**config.mk**
```make
export PLATFORM = sky130hd
export DESIGN_NAME = pattern_seq_detector_flat
export DESIGN_NICKNAME = d
export VERILOG_FILES = /design/src/rtl/seq_det_pkg.sv /design/src/rtl/pattern_seq_detector_if.sv /design/src/rtl/pattern_seq_detector_reg.sv /design/src/rtl/pattern_seq_detector.sv /design/src/flat_wrapper.sv
export SDC_FILE = /design/constraint.sdc
export NUM_CORES = 1
export LEC_CHECK = 0
export CAP_MARGIN = 5
export CORE_AREA = 2 2 39 41
export CTS_BUF_LIST = sky130_fd_sc_hd__clkbuf_8
export CTS_CLUSTER_SIZE = 14
export DETAILED_ROUTE_END_ITERATION = 6
export DIE_AREA = 0 0 41 43
export PLACE_DENSITY = 0.52
export RECOVER_POWER = 50
export SYNTH_ARGS = -nofsm -noshare
export SYNTH_HDL_FRONTEND = slang
export SYNTH_SLANG_ARGS = --single-unit
```
**constraint.sdc**
```tcl
create_clock -name clk -period 3.5 [get_ports clk]
set_input_delay 0.875 -clock clk [delete_from_list [all_inputs] [get_ports clk]]
set_output_delay 0.875 -clock clk [all_outputs]
set_load 0.01 [all_outputs]
```
**src/rtl/seq_det_pkg.sv**
```systemverilog
// seq_det_pkg: default constants and the clog2 helper for pattern_seq_detector
package seq_det_pkg;
  localparam int DEF_PAT_W = 3;
  localparam logic [2:0] DEF_PATTERN = 3'b111;
  localparam int DEF_CNT_W = 8;
  function automatic int clog2(input int v);
    int r;
    r = 0;
    while ((1 << r) < v) r++;
    return r;
  endfunction
endpackage

```
**src/rtl/pattern_seq_detector_if.sv**
```systemverilog
// pattern_seq_detector_if: detector bus
//   master drives en, x, overlap; slave drives y, fill, hist, match_cnt
interface pattern_seq_detector_if
  import seq_det_pkg::*;
#(
  parameter int PAT_W = DEF_PAT_W,
  parameter int CNT_W = DEF_CNT_W
) ();
  logic en;
  logic x;
  logic overlap;
  logic y;
  logic [clog2(PAT_W)-1:0] fill;
  logic [PAT_W-2:0] hist;
  logic [CNT_W-1:0] match_cnt;
  modport master (output en, x, overlap, input y, fill, hist, match_cnt);
  modport slave (input en, x, overlap, output y, fill, hist, match_cnt);
endinterface

```
**src/rtl/pattern_seq_detector_reg.sv**
```systemverilog
// seq_det_reg: W-bit register with synchronous active-high reset and load enable
//   clk, rst: clock and reset; i_ld: load i_d; o_q: stored value
module seq_det_reg #(
  parameter int W = 1
) (
  input  logic         clk,
  input  logic         rst,
  input  logic         i_ld,
  input  logic [W-1:0] i_d,
  output logic [W-1:0] o_q
);
  logic [W-1:0] r_q;
  always_ff @(posedge clk)
    r_q <= rst ? '0 : i_ld ? i_d : r_q;
  assign o_q = r_q;
endmodule

```
**src/rtl/pattern_seq_detector.sv**
```systemverilog
// pattern_seq_detector: serial PATTERN detector with Mealy match flag and optional match counter
//   clk, rst: clock and synchronous active-high reset
//   bus (slave): en, x, overlap in; y, fill, hist, match_cnt out
//   SEQ_DET_MATCH_CNT_EN: when defined, builds the saturating match counter; otherwise match_cnt is 0
module pattern_seq_detector
  import seq_det_pkg::*;
#(
  parameter int PAT_W = DEF_PAT_W,
  parameter logic [PAT_W-1:0] PATTERN = PAT_W'(DEF_PATTERN),
  parameter int CNT_W = DEF_CNT_W
) (
  input logic clk,
  input logic rst,
  pattern_seq_detector_if.slave bus
);
  localparam int FILL_W = clog2(PAT_W);
  localparam logic [FILL_W-1:0] FULL = FILL_W'(PAT_W - 1);
  if (PAT_W < 2 || PAT_W > 16) begin : g_bad_pat_w
    $error("pattern_seq_detector: PAT_W must be in 2..16");
  end
  logic [PAT_W-2:0]  w_hist, w_hist_d;
  logic [FILL_W-1:0] w_fill, w_fill_d;
  logic [CNT_W-1:0]  w_cnt;
  logic [PAT_W-1:0]  w_shift;
  logic              w_y, w_clr;
  // history with the current bit appended: compare window and next history in one
  assign w_shift  = {w_hist, bus.x};
  assign w_y      = ~rst & bus.en & (w_fill == FULL) & (w_shift == PATTERN);
  // non-overlapping mode throws the whole history away after a match
  assign w_clr    = w_y & ~bus.overlap;
  assign w_hist_d = w_clr ? '0 : w_shift[PAT_W-2:0];
  assign w_fill_d = w_clr ? '0 : (w_fill == FULL) ? w_fill : w_fill + 1'b1;
  seq_det_reg #(.W(PAT_W-1)) u_hist (
    .clk(clk), .rst(rst), .i_ld(bus.en), .i_d(w_hist_d), .o_q(w_hist)
  );
  seq_det_reg #(.W(FILL_W)) u_fill (
    .clk(clk), .rst(rst), .i_ld(bus.en), .i_d(w_fill_d), .o_q(w_fill)
  );
`ifdef SEQ_DET_MATCH_CNT_EN
  logic w_cnt_ld;
  logic [CNT_W-1:0] w_cnt_d;
  // counting stops once all ones is reached
  assign w_cnt_ld = w_y & ~&w_cnt;
  assign w_cnt_d  = w_cnt + 1'b1;
  seq_det_reg #(.W(CNT_W)) u_cnt (
    .clk(clk), .rst(rst), .i_ld(w_cnt_ld), .i_d(w_cnt_d), .o_q(w_cnt)
  );
`else
  assign w_cnt = '0;
`endif
  assign bus.y         = w_y;
  assign bus.fill      = w_fill;
  assign bus.hist      = w_hist;
  assign bus.match_cnt = w_cnt;
endmodule

```
**src/flat_wrapper.sv**
```systemverilog
// flat-port wrapper written by rule: the top's interface ports become plain ports
module pattern_seq_detector_flat import seq_det_pkg::*;
#(
  parameter int PAT_W = DEF_PAT_W,
  parameter logic [PAT_W-1:0] PATTERN = PAT_W'(DEF_PATTERN),
  parameter int CNT_W = DEF_CNT_W
)
  (clk, rst, bus_en, bus_x, bus_overlap, bus_y, bus_fill, bus_hist, bus_match_cnt);
  pattern_seq_detector_if #(.PAT_W(PAT_W), .CNT_W(CNT_W)) bus_i ();
  input logic clk;
  input logic rst;
  input wire logic [$bits(bus_i.en)-1:0] bus_en;
  input wire logic [$bits(bus_i.x)-1:0] bus_x;
  input wire logic [$bits(bus_i.overlap)-1:0] bus_overlap;
  output wire logic [$bits(bus_i.y)-1:0] bus_y;
  output wire logic [$bits(bus_i.fill)-1:0] bus_fill;
  output wire logic [$bits(bus_i.hist)-1:0] bus_hist;
  output wire logic [$bits(bus_i.match_cnt)-1:0] bus_match_cnt;
  assign bus_i.en = bus_en;
  assign bus_i.x = bus_x;
  assign bus_i.overlap = bus_overlap;
  assign bus_y = bus_i.y;
  assign bus_fill = bus_i.fill;
  assign bus_hist = bus_i.hist;
  assign bus_match_cnt = bus_i.match_cnt;
  pattern_seq_detector #(.PAT_W(PAT_W), .PATTERN(PATTERN), .CNT_W(CNT_W)) u_core (.clk(clk), .rst(rst), .bus(bus_i));
endmodule
```
# Yosys cells after proc, flatten, opt, wreduce, memory -nomap -nowiden
# Cells that the tools add are included.
[classes]
add_sub_neg = 1
eq_ne = 3
n_mux = 3
n_bitwise = 6
n_reduce_logical = 1
[ops]
columns = ["cell", "n"]
rows = [
  ["$mux 2", 3],
  ["$and 1x1->1", 4],
  ["$eq 3x3->1 const B", 1],
  ["$add 2x1->2 const B", 1],
  ["$eq 2x2->1 const B", 1],
  ["$ne 2x1->1 const B", 1],
  ["$not 1->1", 2],
  ["$reduce_and 2->1", 1],
]
[word_totals]
regBits = 4
input_bits = 5
output_inout_bits = 13
word_cells = 16

# Longest topological paths before layout
# Gate-level depths: netlist (run 1).
[depth]
word_depth = 7
depth_mapped = 5
ltp_nobuf = 5

# Cells and area by module
# A second synthesis (run 1) with hierarchy kept.
[unflattened]
hier_cells = 31
hier_area_um2 = 279.0
[modules_own_cells]
columns = ["mod", "instances", "cells_per_inst", "area_per_inst_um2", "seq_area_each_um2"]
rows = [
  ["pattern_seq_detector", 1, 19, 143.9, 0.0],
  ["seq_det_reg", 2, 6, 67.6, 40.0],
]

# Least setup slack after synthesis (run 1)
# OpenSTA, ideal clock, no wires.
[synth_path]
path_kind = "input-to-output"
startpoint = "in rst"
endpoint = "out bus_y"
arrival_time_ns = 1.211
path_slack_ns = 1.414
stages = 2
path_cell_list = "nand2b_1 -> nor2_1"
[synth_via]
elab_chain_cells = 4
[synth_lines]
columns = ["element", "line_no", "rtl"]
rows = [
  ["start: declaration", "flat_wrapper.sv:11", "input logic rst;"],
  ["$not 1->1", "pattern_seq_detector.sv:28", "assign w_y = ~rst & bus.en & (w_fill == FULL) & (w_shift == PATTERN);"],
  ["$and 1x1->1 (3 in series)", "pattern_seq_detector.sv:28", ""],
  ["end: declaration", "flat_wrapper.sv:15", "output wire logic [$bits(bus_i.y)-1:0] bus_y;"],
]
# Every way passes these cells.

# Final worst setup path (run 1)
# Same ends and word-level chain as after synthesis.

==> impl_metrics.json, run 1 <==
{
  "post_layout_cell_count": 62,
  "cts-htree-levels": 1,
  "synth_compound_gate_area_share_pct": 18.30,
  "synth.largest_area_cell": "sky130_fd_sc_hd__dfxtp_1",
  "layout.filler_cells": 156,
  "syn-mean-instance-area_um2": 8.243,
  "grtUsageTotal_pct": 8.534,
  "buffer_cell_driving_the_clock_tree_root": "sky130_fd_sc_hd__clkbuf_8",
  "post_drt_via_cell_ratio": 4.290,
  "required_ps": 2620,
  "drtAntennaViolNets": 0,
  "drt-wirelength-per-cell_um": 9.274,
  "n_antenna_cell": 0,
  "leading_cell_type_by_number_of_instances_after_synthesis": "sky130_fd_sc_hd__buf_4",
  "crit_path_cell_trace": "dlygate4sd3_1, nand2b_1, nor2_1, clkdlybuf4s50_1",
  "number_of_unique_standard_cell_types_used_by_synthesis": 16,
  "min_clock_period_post_route_ps": 3263,
  "wire_length_of_the_first_global_routing_pass_um": 897,
  "finalPower_uw": 178.4,
  "grt_pass1_vias": 204,
  "reg2regPathDepth": 5,
  "arrival_ps": 2390,
  "clock.fmax_ghz": 0.3065,
  "synth-warning-count": 0,
  "cp_num_cells": 4,
  "drt-pass1-iter-count": 4,
  "maximum_number_of_pins_on_one_net_before_global_route_repair": 9,
  "cts_num_sinks": 4,
  "drtIter0Drc": 3,
  "r2r_endpoint": "u_core.u_fill.o_q[1]",
  "r2r-start": "u_core.u_fill.o_q[0]",
  "list_of_most_frequent_post_synthesis_cells": "sky130_fd_sc_hd__buf_4, sky130_fd_sc_hd__a21oi_1, sky130_fd_sc_hd__dfxtp_1",
  "top_level_ports": 18,
  "clock_insertion_delay_worst_skew_ps": 210,
  "gpl_congestion": 0.7751,
  "worst_setup_path_startpoint": "rst",
  "drc": 0,
  "worstHoldPathType": "flip-flop to flip-flop",
  "timing.setup.critical_path_class": "primary input to primary output",
  "synth-seq-cells": 4,
  "fp.dieArea_mm2": 0.001763,
  "critPathMaxFanout": 8,
  "report.final.setup_viol": 0,
  "crit_end": "bus_y",
  "endpoint_kind": "primary output",
  "timing.final.hold_violations": 0,
  "synthXorXnorAreaFrac_pct": 0,
  "cts_resized": 0,
  "design.final.nets": 54,
  "leakage_nw": 0.1576,
  "seq_area_frac_synth_pct": 28.57,
  "synthFlopType": "sky130_fd_sc_hd__dfxtp_1",
  "max_cap_viol_count": 0,
  "floorplan.die.height_um": 43,
  "finClkSkew_ps": 0.1904,
  "post_cts_setup_repair_buffer_count": 0,
  "post_placement_worst_setup_slack_ps": 354.0,
  "multi_input_combinational_cell_area_um2": 158.9,
  "worstPathBufferInverterCount": 2,
  "yosysTopAreaCellShare_pct": 28.57,
  "via_count_of_the_routed_design": 266,
  "min_period_over_period_pct": 93.22,
  "place_hpwl_um": 450.1,
  "cts.reportedPaths.clkPinSlew_ps": 30,
  "ys_top_cells_by_area": "sky130_fd_sc_hd__dfxtp_1, sky130_fd_sc_hd__buf_4, sky130_fd_sc_hd__a21oi_1",
  "area_growth_pct": 44.64,
  "post_synthesis_simple_gate_area_fraction_pct": 23.21,
  "report.final.slew_viol_count": 0,
  "syn-instance-count": 34,
  "placed_cells_incl_taps": 59,
  "setup-tns-final_ps": 0,
  "cts_buffers": 3,
  "sequential_cell_area_um2": 80.08,
  "cts_buffer_depth": 2,
  "post_synth_edffs": 0,
  "peak_ir_drop_on_the_vdd_network_mv": 0.1906,
  "status": "finished, final reports clean",
  "antenna_violations_before_repair": 0,
  "post_route_cells_drive_above_1_share_pct": 10.87,
  "drt_wl_total_um": 575,
  "buffer_ports.inserted": 9,
  "power_per_cell_area_mw_per_mm2": 440.2,
  "worst_slack_ps": 237.5,
  "die_w_um": 41,
  "syn_area_um2": 280.3,
  "grt_remaining_overflow": 0,
  "initial_core_util_pct": 20.25,
  "cts_tree": "yes",
  "core_footprint_mm2": 0.001384,
  "yosys.area_share.adder_pct": 4.464,
  "main_combinational_cell_family_by_area_after_synthesis": "buffers and inverters",
  "r2r_setup_slack_ps": 2240,
  "cp-start-kind": "primary input",
  "mux_cell_area_share_after_synthesis_pct": 0,
  "asyncSetResetFlopFracSynth_pct": 0,
  "top_cell_family_by_delay_on_the_critical_path": "buffers and inverters",
  "rsz_0062_raised_after_global_routing": "no",
  "cp_slowest_stage_delay_ps": 640,
  "holdBufCountCts": 0,
  "num_rows": 14,
  "slowest_stage": "sky130_fd_sc_hd__dlygate4sd3_1"
}
cell usage in the layout, fill, tap and decap left out, drive strengths merged:
master,count
nand2,2
clkbuf,3
inv,2
dlygate4sd3,1
conb,8
a21oi,4
nand4,1
buf,1
nand3b,2
nand2b,1
nor3,1
o311ai,2
ha,1
o22ai,1
o31ai,1
nor2,1
clkdlybuf4s50,8
nor3b,2
dfxtp,4
how the worst min path moves through the flow:
| stage | startpoint | end | slack, ps | cells after the start |
|---|---|---|---|---|
| global placement | u_core.u_hist.o_q[0] | u_core.u_hist.o_q[0] | 500 | 2 |
| finish | u_core.u_hist.o_q[1] | u_core.u_hist.o_q[1] | 510 | 2 |
| detailed placement | u_core.u_hist.o_q[0] | u_core.u_hist.o_q[0] | 500 | 2 |
| global route | u_core.u_hist.o_q[0] | u_core.u_hist.o_q[0] | 520 | 2 |
| floorplan | u_core.u_hist.o_q[0] | u_core.u_hist.o_q[0] | 510 | 2 |
| CTS | u_core.u_hist.o_q[0] | u_core.u_hist.o_q[0] | 510 | 2 |
registers in the layout (all words and copies together) (netlist names):
| signal | flops |
|---|---|
| u_core.u_fill.o_q | 2 |
| u_core.u_hist.o_q | 2 |
cell families (layout without fill, tap and decap cells):
logic type	Yosys count	in the layout
AO/OA/AOI/OAI	8	8
adder cells (fa/ha/maj)	1	1
buffers and inverters	10	15
flip-flops	4	4
other	1	8
AND/OR/NAND/NOR	10	10
through the flow:
step	cell area [um2]	utilization [%]	hold slack (ps)
after floorplan	306.5	-	510.6
after global placement	364.1	26.31	496.1
after detailed placement	364.1	26.31	502.1
after CTS	405.4	29.29	506.5
after global routing	405.4	29.29	521.4
final	405.4	29.29	509.0
metal layers:
metal / wire length (um) / GRT usage, %
met1: 235 / 9.968
met5: 0 / 0
met4: 8 / 6.000
met2: 270 / 9.375
met3: 60 / 7.853
area by class of cell:
cell class              count  share of cell area (%)
clock buffers               3                   10.19
flip-flops and latches      4                   19.75
well taps                  16                   4.938
multi-input cells          27                   39.20
inverters                   2                   1.852
repair buffers             10                   24.07
worst register-to-register path: stages (launching register included):
cell and delay, ps:
sky130_fd_sc_hd__dfxtp_1 330, sky130_fd_sc_hd__inv_1 70, sky130_fd_sc_hd__ha_1 230, sky130_fd_sc_hd__nand2b_1 120
sky130_fd_sc_hd__nor3_1 300, sky130_fd_sc_hd__o22ai_1 100
where the power goes:
part / switching [mW] / internal [mW]
logic: 0.0149 / 0.0150
clock network: 0.0228 / 0.0732
registers: 0.00328 / 0.0492
No activity file was read; power rests on OpenSTA's default activity.
==> inputs of run 2 (changes only) <==
--- a/config.mk
+++ b/config.mk
@@ -5,6 +5,7 @@
 export SDC_FILE = /design/constraint.sdc
 export NUM_CORES = 1
 export LEC_CHECK = 0
+export ABC_CLOCK_PERIOD_IN_PS = 4100
 export CAP_MARGIN = 5
 export CORE_AREA = 2 2 39 41
 export CTS_BUF_LIST = sky130_fd_sc_hd__clkbuf_8
==> constraint.sdc (replaced) <==
create_clock -name clk -period 4.1 [get_ports clk]
set_input_delay 1.025 -clock clk [delete_from_list [all_inputs] [get_ports clk]]
set_output_delay 1.025 -clock clk [all_outputs]
set_load 0.01 [all_outputs]
==> impl_metrics.json, run 2 (synthesized netlist as in run 1, its figures left out) <==
{
  "top_level_ports": 18,
  "worst_slack_ps": 547.7,
  "cp-start-kind": "primary input",
  "core_footprint_mm2": 0.001384,
  "fin_area_um2": 391.6,
  "endpoint_kind": "primary output",
  "grt_remaining_overflow": 0,
  "fp.dieArea_mm2": 0.001763,
  "cts_buffer_depth": 2,
  "num_rows": 14,
  "drt-pass1-iter-count": 2,
  "drc": 0,
  "timing.final.hold_violations": 0,
  "antenna_violations_before_repair": 0,
  "crit_end": "bus_y",
  "wire_length_of_the_first_global_routing_pass_um": 897,
  "n_antenna_cell": 0,
  "cts.reportedPaths.clkPinSlew_ps": 30,
  "min_clock_period_post_route_ps": 3552,
  "grtUsageTotal_pct": 8.626,
  "post_drt_via_cell_ratio": 4.148,
  "report.final.setup_viol": 0,
  "layout.filler_cells": 164,
  "design.final.nets": 53,
  "timing.setup.critical_path_class": "primary input to primary output",
  "grt_pass1_vias": 212,
  "worstHoldPathType": "flip-flop to flip-flop",
  "buffer_cell_driving_the_clock_tree_root": "sky130_fd_sc_hd__clkbuf_8",
  "floorplan.die.height_um": 43,
  "gpl_congestion": 0.7757,
  "required_ps": 3070,
  "drt-wirelength-per-cell_um": 9.230,
  "min_period_over_period_pct": 86.64,
  "max_cap_viol_count": 0,
  "clock_insertion_delay_worst_skew_ps": 220,
  "cts_buffers": 3,
  "setup-tns-final_ps": 0,
  "cts_tree": "yes",
  "layout_commonest_cell": "sky130_fd_sc_hd__conb_1",
  "drtAntennaViolNets": 0,
  "die_w_um": 41,
  "cts_resized": 0,
  "report.final.slew_viol_count": 0,
  "critPathMaxFanout": 6,
  "buffer_ports.inserted": 9,
  "leakage_nw": 0.1509,
  "maximum_number_of_pins_on_one_net_before_global_route_repair": 9,
  "hold_depth": 2,
  "finClkSkew_ps": 1.607,
  "initial_core_util_pct": 20.25,
  "cts-htree-levels": 1,
  "post_cts_setup_repair_buffer_count": 0,
  "clock.fmax_ghz": 0.2815,
  "status": "finished, final reports clean",
  "r2r_endpoint": "u_core.u_hist.o_q[0]",
  "peak_ir_drop_on_the_vdd_network_mv": 0.1586,
  "place_hpwl_um": 438.8,
  "post_route_cells_drive_above_1_share_pct": 6.667,
  "post_placement_worst_setup_slack_ps": 635.9,
  "r2r_setup_slack_ps": 2770,
  "area_growth_pct": 39.73,
  "worst_setup_path_startpoint": "bus_en",
  "r2r-start": "u_core.u_fill.o_q[0]",
  "power_per_cell_area_mw_per_mm2": 388.0,
  "drt_wl_total_um": 563,
  "cts_num_sinks": 4,
  "via_count_of_the_routed_design": 253,
  "final_cell_mix": "sky130_fd_sc_hd__conb_1, sky130_fd_sc_hd__clkdlybuf4s50_1, sky130_fd_sc_hd__a21oi_1, sky130_fd_sc_hd__dfxtp_1, sky130_fd_sc_hd__clkbuf_8",
  "rsz_0062_raised_after_global_routing": "no",
  "placement.cell_area_um2": 356.6,
  "drtIter0Drc": 1,
  "arrival_ps": 2530,
  "holdBufCountCts": 0,
  "reg2regPathDepth": 5
}
==> run 2: power by group <==
part           total [mW]  switching, mW  internal [mW]
clock              0.0830         0.0204         0.0626
sequential         0.0446        0.00269         0.0420
combinational      0.0243         0.0123         0.0121
total               0.152         0.0354          0.117
==> run 2: how the worst min path moves through the flow <==
stage | start | slack (ps) | end
floorplan | u_core.u_hist.o_q[0] | 510 | u_core.u_hist.o_q[0]
global placement | u_core.u_hist.o_q[0] | 500 | u_core.u_hist.o_q[0]
detailed placement | u_core.u_hist.o_q[0] | 500 | u_core.u_hist.o_q[0]
CTS | u_core.u_hist.o_q[0] | 510 | u_core.u_hist.o_q[0]
global route | u_core.u_hist.o_q[0] | 520 | u_core.u_hist.o_q[0]
finish | u_core.u_hist.o_q[0] | 490 | u_core.u_hist.o_q[0]
==> run 2: area by class of cell <==
type                       instances  area, um2  share of cell area [%]
clock buffer                       3      41.29                   10.54
tap                               16      20.02                   5.112
timing repair buffer               9      90.09                   23.00
multi-input combinational         27      152.6                   38.98
inverter                           2      7.507                   1.917
sequential                         4      80.08                   20.45
==> run 2: routing by layer <==
metal,vias to the layer above,GRT usage [%],wire length [um]
li1,129,-,-
met1,110,8.013,227
met2,12,10.31,258
met3,2,8.377,65
met4,0,8.000,12
met5,-,0,0
==> run 2: through the flow <==
stage                     hold slack, ps  power, mW  utilization (%)  cells
final                              492.7     0.1520            28.30     61
after global routing               521.3     0.1606            28.30     61
after CTS                          505.8     0.1560            28.75     61
after detailed placement           500.9    0.07037            25.77     58
after global placement             500.4    0.07040            25.77     58
after floorplan                    510.6    0.06338                -     41
==> run 2: critical path, cell delays in order <==
cell	delay (ps)
sky130_fd_sc_hd__dlygate4sd3_1	630
sky130_fd_sc_hd__nand4_1	190
sky130_fd_sc_hd__nor2_1	130
sky130_fd_sc_hd__clkdlybuf4s50_1	550
